===== config.mk =====
export PLATFORM = sky130hd
export DESIGN_NAME = fpu_op_sequencer_flat
export DESIGN_NICKNAME = d
export VERILOG_FILES = /design/src/rtl/fpu_op_sequencer_pkg.sv /design/src/rtl/fpu_op_sequencer_if.sv /design/src/rtl/fpu_seq_watchdog.sv /design/src/rtl/fpu_op_sequencer.sv /design/src/flat_wrapper.sv
export SDC_FILE = /design/constraint.sdc
export NUM_CORES = 1
export LEC_CHECK = 0
export CAP_MARGIN = 5
export CORE_ASPECT_RATIO = 1.25
export CORE_MARGIN = 2
export CORE_UTILIZATION = 62
export CTS_CLUSTER_DIAMETER = 120
export DETAILED_ROUTE_END_ITERATION = 8
export DONT_BUFFER_PORTS = 1
export PLACE_DENSITY = 0.89
export SLEW_MARGIN = 20
export SYNTH_ARGS = -nofsm -noshare
export SYNTH_HDL_FRONTEND = slang
export SYNTH_HIERARCHICAL = 1
export SYNTH_SLANG_ARGS = --single-unit

===== constraint.sdc =====
create_clock -name clock -period 3.3 [get_ports clock]
set_clock_uncertainty 0.2 [all_clocks]
set_input_delay 0 -clock clock [delete_from_list [all_inputs] [get_ports clock]]
set_output_delay 0 -clock clock [all_outputs]
set_load 0.05 [all_outputs]

===== src/rtl/fpu_op_sequencer_pkg.sv =====
// rtl/fpu_op_sequencer_pkg.sv - shared types and constants for the fpu op sequencer
package fpu_op_sequencer_pkg;

   typedef logic [15:0] fp16_t;
   typedef enum logic [1:0] {FPU_ADD, FPU_SUB, FPU_MUL, FPU_DIV} fpuOp_t;
   typedef logic [3:0] condCode_t;

   typedef struct packed {
      logic       nv;
      logic       dz;
      logic [2:0] opFlags;
   } statusFlag_t;

   typedef struct packed {
      logic lt;
      logic eq;
      logic gt;
   } fpuComp_t;

   localparam fp16_t FP16_NAN = 16'h7E00;

   typedef enum logic [2:0] {IDLE, EXEC, START, WAIT, RESP} seqState_t;

   // MUL/DIV are the multi-cycle fpu ops that need a start pulse and a done level
   function automatic logic isLongOp(fpuOp_t op);
      return (op == FPU_MUL) || (op == FPU_DIV);
   endfunction

endpackage


===== src/rtl/fpu_op_sequencer_if.sv =====
// rtl/fpu_op_sequencer_if.sv - request/response handshake bundle between requester and sequencer
interface fpu_op_sequencer_if;
   import fpu_op_sequencer_pkg::*;

   logic        reqValid;
   logic        reqReady;
   fpuOp_t      reqOp;
   fp16_t       reqIn1;
   fp16_t       reqIn2;
   logic        rspValid;
   logic        rspReady;
   fp16_t       rspOut;
   condCode_t   rspCond;
   statusFlag_t rspFlags;
   fpuComp_t    rspComps;
   logic        rspTimeout;

   modport master (
      output reqValid, reqOp, reqIn1, reqIn2, rspReady,
      input  reqReady, rspValid, rspOut, rspCond, rspFlags, rspComps, rspTimeout
   );

   modport slave (
      input  reqValid, reqOp, reqIn1, reqIn2, rspReady,
      output reqReady, rspValid, rspOut, rspCond, rspFlags, rspComps, rspTimeout
   );

endinterface


===== src/rtl/fpu_seq_watchdog.sv =====
// rtl/fpu_seq_watchdog.sv - counts enabled cycles and flags expiry on the TIMEOUT_CYCLES-th one
module fpu_seq_watchdog #(
   parameter int TIMEOUT_CYCLES = 64
) (
   input  logic clock,
   input  logic reset,
   input  logic clear,
   input  logic enable,
   output logic expired
);

   localparam int CW = (TIMEOUT_CYCLES > 1) ? $clog2(TIMEOUT_CYCLES) : 1;

   logic [CW-1:0] count;

   always_ff @(posedge clock) begin
      if (reset || clear) begin
         count <= '0;
      end else if (enable) begin
         count <= count + CW'(1);
      end
   end

   // count holds (enabled cycles so far - 1), so expiry lands on the last allowed cycle
   assign expired = enable && (count == CW'(TIMEOUT_CYCLES - 1));

endmodule


===== src/rtl/fpu_op_sequencer.sv =====
// rtl/fpu_op_sequencer.sv - single-requester controller driving an fpu and holding its response
module fpu_op_sequencer
   import fpu_op_sequencer_pkg::*;
#(
   parameter type FP_T           = fp16_t,
   parameter int  TIMEOUT_CYCLES = 64,
   parameter int  CNT_W          = 16
) (
   input  logic              clock,
   input  logic              reset,
   fpu_op_sequencer_if.slave host,
   input  logic              flagsClr,
   output statusFlag_t       accFlags,
   output logic [CNT_W-1:0]  opCount,
   output FP_T               fpuIn1,
   output FP_T               fpuIn2,
   output fpuOp_t            fpuOp,
   output logic              fpuStart,
   input  FP_T               fpuOut,
   input  logic              mulDone,
   input  logic              divDone,
   input  condCode_t         condCodes,
   input  statusFlag_t       statusFlags,
   input  fpuComp_t          comps
);

   seqState_t   state, stateNext;
   logic        accept, capture, expired, doneSel;
   fp16_t       capOut;
   condCode_t   capCond;
   statusFlag_t capFlags, keepFlags;
   logic        capTimeout;

   fp16_t       rspOutQ;
   condCode_t   rspCondQ;
   statusFlag_t rspFlagsQ;
   fpuComp_t    rspCompsQ;
   logic        rspTimeoutQ;

   fpu_seq_watchdog #(.TIMEOUT_CYCLES(TIMEOUT_CYCLES)) watchdog (
      .clock   (clock),
      .reset   (reset),
      .clear   (state != WAIT),
      .enable  (state == WAIT),
      .expired (expired)
   );

   assign accept   = (state == IDLE) && host.reqValid;
   assign doneSel  = (fpuOp == FPU_MUL) ? mulDone : divDone;

   always_ff @(posedge clock) begin
      if (reset) state <= IDLE;
      else       state <= stateNext;
   end

   always_comb begin
      stateNext  = state;
      capture    = 1'b0;
      capTimeout = 1'b0;
      capOut     = fp16_t'(fpuOut);
      capCond    = condCodes;
      capFlags   = statusFlags;
      case (state)
         IDLE:  if (host.reqValid) stateNext = isLongOp(host.reqOp) ? START : EXEC;
         EXEC: begin
            capture   = 1'b1;
            stateNext = RESP;
         end
         START: stateNext = WAIT;
         WAIT: begin
            // a done arriving on the final watchdog cycle still wins over the timeout
            if (doneSel) begin
               capture   = 1'b1;
               stateNext = RESP;
            end else if (expired) begin
               capture    = 1'b1;
               capTimeout = 1'b1;
               capOut     = FP16_NAN;
               capCond    = '0;
               capFlags   = '0;
               stateNext  = RESP;
            end
         end
         RESP:  if (host.rspReady) stateNext = IDLE;
         default: stateNext = IDLE;
      endcase
   end

   assign keepFlags = flagsClr ? statusFlag_t'('0) : accFlags;

   always_ff @(posedge clock) begin
      if (reset) begin
         fpuIn1      <= '0;
         fpuIn2      <= '0;
         fpuOp       <= FPU_ADD;
         rspOutQ     <= '0;
         rspCondQ    <= '0;
         rspFlagsQ   <= '0;
         rspCompsQ   <= '0;
         rspTimeoutQ <= 1'b0;
         accFlags    <= '0;
         opCount     <= '0;
      end else begin
         if (accept) begin
            fpuIn1 <= FP_T'(host.reqIn1);
            fpuIn2 <= FP_T'(host.reqIn2);
            fpuOp  <= host.reqOp;
         end
         if (capture) begin
            rspOutQ     <= capOut;
            rspCondQ    <= capCond;
            rspFlagsQ   <= capFlags;
            rspCompsQ   <= comps;
            rspTimeoutQ <= capTimeout;
            accFlags    <= keepFlags | capFlags;
            opCount     <= opCount + CNT_W'(1);
         end else if (flagsClr) begin
            accFlags <= '0;
         end
      end
   end

   assign host.reqReady   = (state == IDLE);
   assign host.rspValid   = (state == RESP);
   assign host.rspOut     = rspOutQ;
   assign host.rspCond    = rspCondQ;
   assign host.rspFlags   = rspFlagsQ;
   assign host.rspComps   = rspCompsQ;
   assign host.rspTimeout = rspTimeoutQ;
   assign fpuStart        = (state == START);

endmodule


===== src/flat_wrapper.sv =====
// flat-port wrapper written by rule: the top's interface ports become plain ports
module fpu_op_sequencer_flat import fpu_op_sequencer_pkg::*;
#(
   parameter type FP_T           = fp16_t,
   parameter int  TIMEOUT_CYCLES = 64,
   parameter int  CNT_W          = 16
)
  (clock, reset, flagsClr, accFlags, opCount, fpuIn1, fpuIn2, fpuOp, fpuStart, fpuOut, mulDone, divDone, condCodes, statusFlags, comps, host_reqValid, host_reqOp, host_reqIn1, host_reqIn2, host_rspReady, host_reqReady, host_rspValid, host_rspOut, host_rspCond, host_rspFlags, host_rspComps, host_rspTimeout);
  fpu_op_sequencer_if host_i ();
  input  logic clock;
  input  logic reset;
  input  logic flagsClr;
  output statusFlag_t accFlags;
  output logic [CNT_W-1:0] opCount;
  output FP_T fpuIn1;
  output FP_T fpuIn2;
  output fpuOp_t fpuOp;
  output logic fpuStart;
  input  FP_T fpuOut;
  input  logic mulDone;
  input  logic divDone;
  input  condCode_t condCodes;
  input  statusFlag_t statusFlags;
  input  fpuComp_t comps;
  input wire logic [$bits(host_i.reqValid)-1:0] host_reqValid;
  input wire logic [$bits(host_i.reqOp)-1:0] host_reqOp;
  input wire logic [$bits(host_i.reqIn1)-1:0] host_reqIn1;
  input wire logic [$bits(host_i.reqIn2)-1:0] host_reqIn2;
  input wire logic [$bits(host_i.rspReady)-1:0] host_rspReady;
  output wire logic [$bits(host_i.reqReady)-1:0] host_reqReady;
  output wire logic [$bits(host_i.rspValid)-1:0] host_rspValid;
  output wire logic [$bits(host_i.rspOut)-1:0] host_rspOut;
  output wire logic [$bits(host_i.rspCond)-1:0] host_rspCond;
  output wire logic [$bits(host_i.rspFlags)-1:0] host_rspFlags;
  output wire logic [$bits(host_i.rspComps)-1:0] host_rspComps;
  output wire logic [$bits(host_i.rspTimeout)-1:0] host_rspTimeout;
  assign host_i.reqValid = host_reqValid;
  assign host_i.reqOp = host_reqOp;
  assign host_i.reqIn1 = host_reqIn1;
  assign host_i.reqIn2 = host_reqIn2;
  assign host_i.rspReady = host_rspReady;
  assign host_reqReady = host_i.reqReady;
  assign host_rspValid = host_i.rspValid;
  assign host_rspOut = host_i.rspOut;
  assign host_rspCond = host_i.rspCond;
  assign host_rspFlags = host_i.rspFlags;
  assign host_rspComps = host_i.rspComps;
  assign host_rspTimeout = host_i.rspTimeout;
  fpu_op_sequencer #(.FP_T(FP_T), .TIMEOUT_CYCLES(TIMEOUT_CYCLES), .CNT_W(CNT_W)) u_core (.clock(clock), .reset(reset), .host(host_i), .flagsClr(flagsClr), .accFlags(accFlags), .opCount(opCount), .fpuIn1(fpuIn1), .fpuIn2(fpuIn2), .fpuOp(fpuOp), .fpuStart(fpuStart), .fpuOut(fpuOut), .mulDone(mulDone), .divDone(divDone), .condCodes(condCodes), .statusFlags(statusFlags), .comps(comps));
endmodule

==> results of run 1 <==
[Yosys cell counts, types with 2 or more instances]
cell      number
mux2i_1        2
clkbuf_1      15
nand3_1        9
buf_4          2
clkbuf_2       2
or2_2          2
nor2_1        15
xor2_1         3
and2_1         2
buf_2          7
nand2_1       77
and4_1         2
a22o_1        19
nor3_1         2
or3_1          3
or4_1         12
inv_1          6
o21ai_0        8
dfxtp_1       93
o21a_1         2
a21oi_1       59
o31ai_1       12
o221a_2        6
nor2b_1        7
nand4_1        7
ha_1           2
[cells by family after synthesis]
kind of cell	count (synthesis)	share of synthesized area (%)
muxes	2	0.558
AOI/OAI and AO/OA	118	22.4
buffers and inverters	33	3.97
and+or+nand+nor	145	19.6
xor gates and xnor gates	4	0.976
adders and majority gates	2	0.697
DFF	93	51.8
[stage by stage]
stage,util [%],area (sq um)
detailed placement,63.1,3600
floorplan,-,3590
global placement,63.1,3600
==> results.json, run 1 <==
{
  "status": "stopped before the end",
  "stop_stage": "clock tree synthesis",
  "toolErrorMsg": "[ERROR RSZ-0060] Max buffer count reached.",
  "place_congestion": 0.805,
  "synth-main-ff-cell": "dfxtp_1",
  "fp.dieW_um": 72.1,
  "avgSynthCellArea_sq_um": 9.05,
  "die_h_um": 89.1,
  "place_inst": 442,
  "pin_count": 156,
  "cts_root_buf": "clkbuf_8",
  "ys_warn_count": 6,
  "synth_top_cell_by_area": "dfxtp_1",
  "clk_path_buf_depth": 2,
  "synth_top_cell_area_share_pct": 51.8,
  "clock_sinks": 93,
  "cts_setup_buffers": 0,
  "synthTopCellsByArea": "dfxtp_1 (52%), a21oi_1 (8.2%), nand2_1 (8.0%)",
  "hold_buffers": 101,
  "ys_seq_elements": 93,
  "synth_nets": 468,
  "ys_async_sr_fraction_pct": 0,
  "netlist_instances": 397,
  "dp_hpwl_mm": 5.73,
  "start_util_pct": 63.0,
  "cts_buffers": 9,
  "rows": 31,
  "synth_edf_count": 0,
  "syn_area_sq_mm": 0.00359,
  "yosysSeqAreaShare_pct": 51.8,
  "dp_worst_setup_slack_ns": 0.664,
  "cts.repair.resized": 0,
  "portBuffers": 0,
  "cts_max_level": 3,
  "ys_types": 47
}
==> run 2: changes to the inputs <==
CORE_ASPECT_RATIO = not set   (was 1.25)
CORE_UTILIZATION = 40   (was 62)
CTS_CLUSTER_DIAMETER = not set   (was 120)
PLACE_DENSITY = not set   (was 0.89)
PLACE_DENSITY_LB_ADDON = 0.15   (was not set)
==> results.json, run 2 <==
{
  "ys_types": 47,
  "drive_gt1_share_pct": 8.69,
  "fin_setup_tns_ns": 0,
  "ys_async_sr_fraction_pct": 0,
  "portBuffers": 0,
  "cts_setup_buffers": 0,
  "clk_latency_ns": 0.35,
  "multiInputGateArea_sq_mm": 0.00159,
  "cp-startpoint": "u_core/fpuOp[1]",
  "dieArea_sq_mm": 0.00975,
  "ys_warn_count": 6,
  "p_leak_nw": 1.67,
  "yosysSeqAreaShare_pct": 51.8,
  "relSlewSlack_pct": 38.4,
  "grt.overflow.total": 0,
  "pin_count": 156,
  "vias_per_cell": 5.46,
  "synth_top_cell_by_area": "dfxtp_1",
  "hp-class": "in -> reg",
  "post-route-period-util_pct": 88.4,
  "wl_mm": 9.40,
  "rr_endpoint": "u_core/accFlags[0]",
  "p_per_area_mw_per_mm2": 611,
  "ant_nets": 0,
  "synth_top_cell_area_share_pct": 51.8,
  "vias": 3166,
  "maxSlewViolCount": 0,
  "synth_edf_count": 0,
  "fp.dieW_um": 98.8,
  "dp_hpwl_mm": 5.86,
  "hold_violations": 0,
  "synthTopCellsByArea": "dfxtp_1 (52%), a21oi_1 (8.2%), nand2_1 (8.0%)",
  "route.detailed.drc": 0,
  "firstDrtPassIters": 4,
  "cts_tree": "done",
  "cp.arrival_ns": 3.02,
  "setup_viol_count_final": 0,
  "startpoint_type": "flop",
  "final_util_pct": 53.4,
  "worst_slew_pin_slew_ns": 0.921,
  "worstPathRequired_ns": 3.41,
  "syn_area_sq_mm": 0.00359,
  "ir_worst_vdd_mv": 0.353,
  "area_growth_pct": 29.6,
  "rsz0062_at_grt": "false",
  "start_util_pct": 41.2,
  "place_congestion": 0.788,
  "fmax_ghz": 0.343,
  "synthTopCellsByCount": "dfxtp_1 (93), nand2_1 (77), a21oi_1 (59)",
  "grt_max_degree": 66,
  "clk_path_buf_depth": 2,
  "first_global_vias": 2981,
  "grt_usage_pct": 18.2,
  "crit_type": "reg -> reg",
  "cp-end-kind": "flop",
  "r2r-start": "u_core/fpuOp[1]",
  "cts_buffers": 9,
  "status": "finished, final reports clean",
  "final_cell_mix": "dfxtp_1 (93), nand2_1 (77), dlygate4sd3_1 (77)",
  "rows": 34,
  "maxCapViolations": 0,
  "yosysMostFrequentCell": "dfxtp_1",
  "nets": 538,
  "netlist_instances": 397,
  "ff2ff_path_depth": 6,
  "core-area_sq_mm": 0.00872,
  "synth_nets": 468,
  "wl_per_cell_um": 16.2,
  "crit_fanout": 5,
  "clock_sinks": 93,
  "synth-main-ff-cell": "dfxtp_1",
  "cts_root_buf": "clkbuf_8",
  "antenna_found_initial": 0,
  "grt_first_pass_wirelength_mm": 14.7,
  "n_antenna_cell": 0,
  "avgSynthCellArea_sq_um": 9.05,
  "worst-r2r-setup-slack_ns": 0.38,
  "first_iter_violations": 96,
  "path_clk_slew_ns": 0.11,
  "power_mw": 2.85,
  "cts.repair.resized": 0,
  "cts_max_level": 3,
  "holdWs_ns": 0.0855,
  "period_needed_ns": 2.92,
  "layout_commonest_cell": "dfxtp_1",
  "ys_seq_elements": 93,
  "regArea_sq_mm": 0.00186,
  "crit_path_end": "u_core/accFlags[0]",
  "fillers": 790,
  "hold_buffers": 78,
  "die_h_um": 98.8
}
## run 2: cell counts after synthesis
No cell type changed its count.
## run 2: worst min path at each step
stage,endpoint,slack (ns),cells after the start,start
global placement,u_core/fpuIn2[9],-0.13,1,reset
CTS,u_core/host.rspOut[12],0.06,3,mulDone
finish,u_core/host.rspOut[12],0.09,3,mulDone
floorplan,u_core/host.rspCond[2],-0.07,1,condCodes[2]
global route,u_core/host.rspOut[12],0.1,3,mulDone
detailed placement,u_core/fpuIn2[14],-0.12,1,reset
## run 2: critical path, cell delays in order, from the launching register on
cell           delay, ns
dfxtp_1             0.74
nor2b_4             0.35
o311a_1             0.29
a21oi_1             0.10
dlygate4sd3_1       0.56
nor2_1              0.08
dlygate4sd3_1       0.54
## run 2: stage by stage
stage / cells / setup WS [ns] / area (sq um)
6_report: 580 / 0.384 / 4650
3_5_place_dp: 486 / 0.619 / 3670
5_1_grt: 580 / 0.284 / 4650
2_1_floorplan: 397 / 0.616 / 3590
4_1_cts: 580 / 0.437 / 4650
3_3_place_gp: 486 / 0.706 / 3670
## run 2: cell families (layout without fill, tap and decap cells)
logic type | count (synthesis) | in the layout | synth area share (%)
xor+xnor | 4 | 4 | 0.976
buf+inv | 33 | 108 | 3.97
compound gates | 118 | 118 | 22.4
mux | 2 | 2 | 0.558
simple gates | 145 | 145 | 19.6
flops | 93 | 93 | 51.8
fa+ha+maj | 2 | 2 | 0.697
## run 2: per-layer routing
| metal | wire, um | track usage (%) | vias up |
|---|---|---|---|
| met3 | 654 | 6.45 | 4 |
| met2 | 4530 | 30.6 | 112 |
| met1 | 4170 | 22.4 | 1495 |
| met5 | 0 | 0 | - |
| met4 | 53 | 4.53 | 0 |
| li1 | - | - | 1555 |
## run 2: power breakdown
part	internal, mW	leakage, nW	switching [mW]	total [mW]
Sequential	1.23	0.758	0.412	1.64
Clock	0.291	0.0938	0.434	0.725
Combinational	0.207	0.819	0.274	0.482
Total	1.72	1.67	1.12	2.85
## run 2: layout make-up
type                    count  share of cell area, %
flip-flops and latches     93                   40.0
multi-input cells         271                   34.2
repair buffers             85                   18.3
well taps                 108                   2.90
clock buffers               9                   2.66
clock inverters             7                   1.40
inverters                   7                  0.565
No activity file was read; power rests on OpenSTA's default activity.
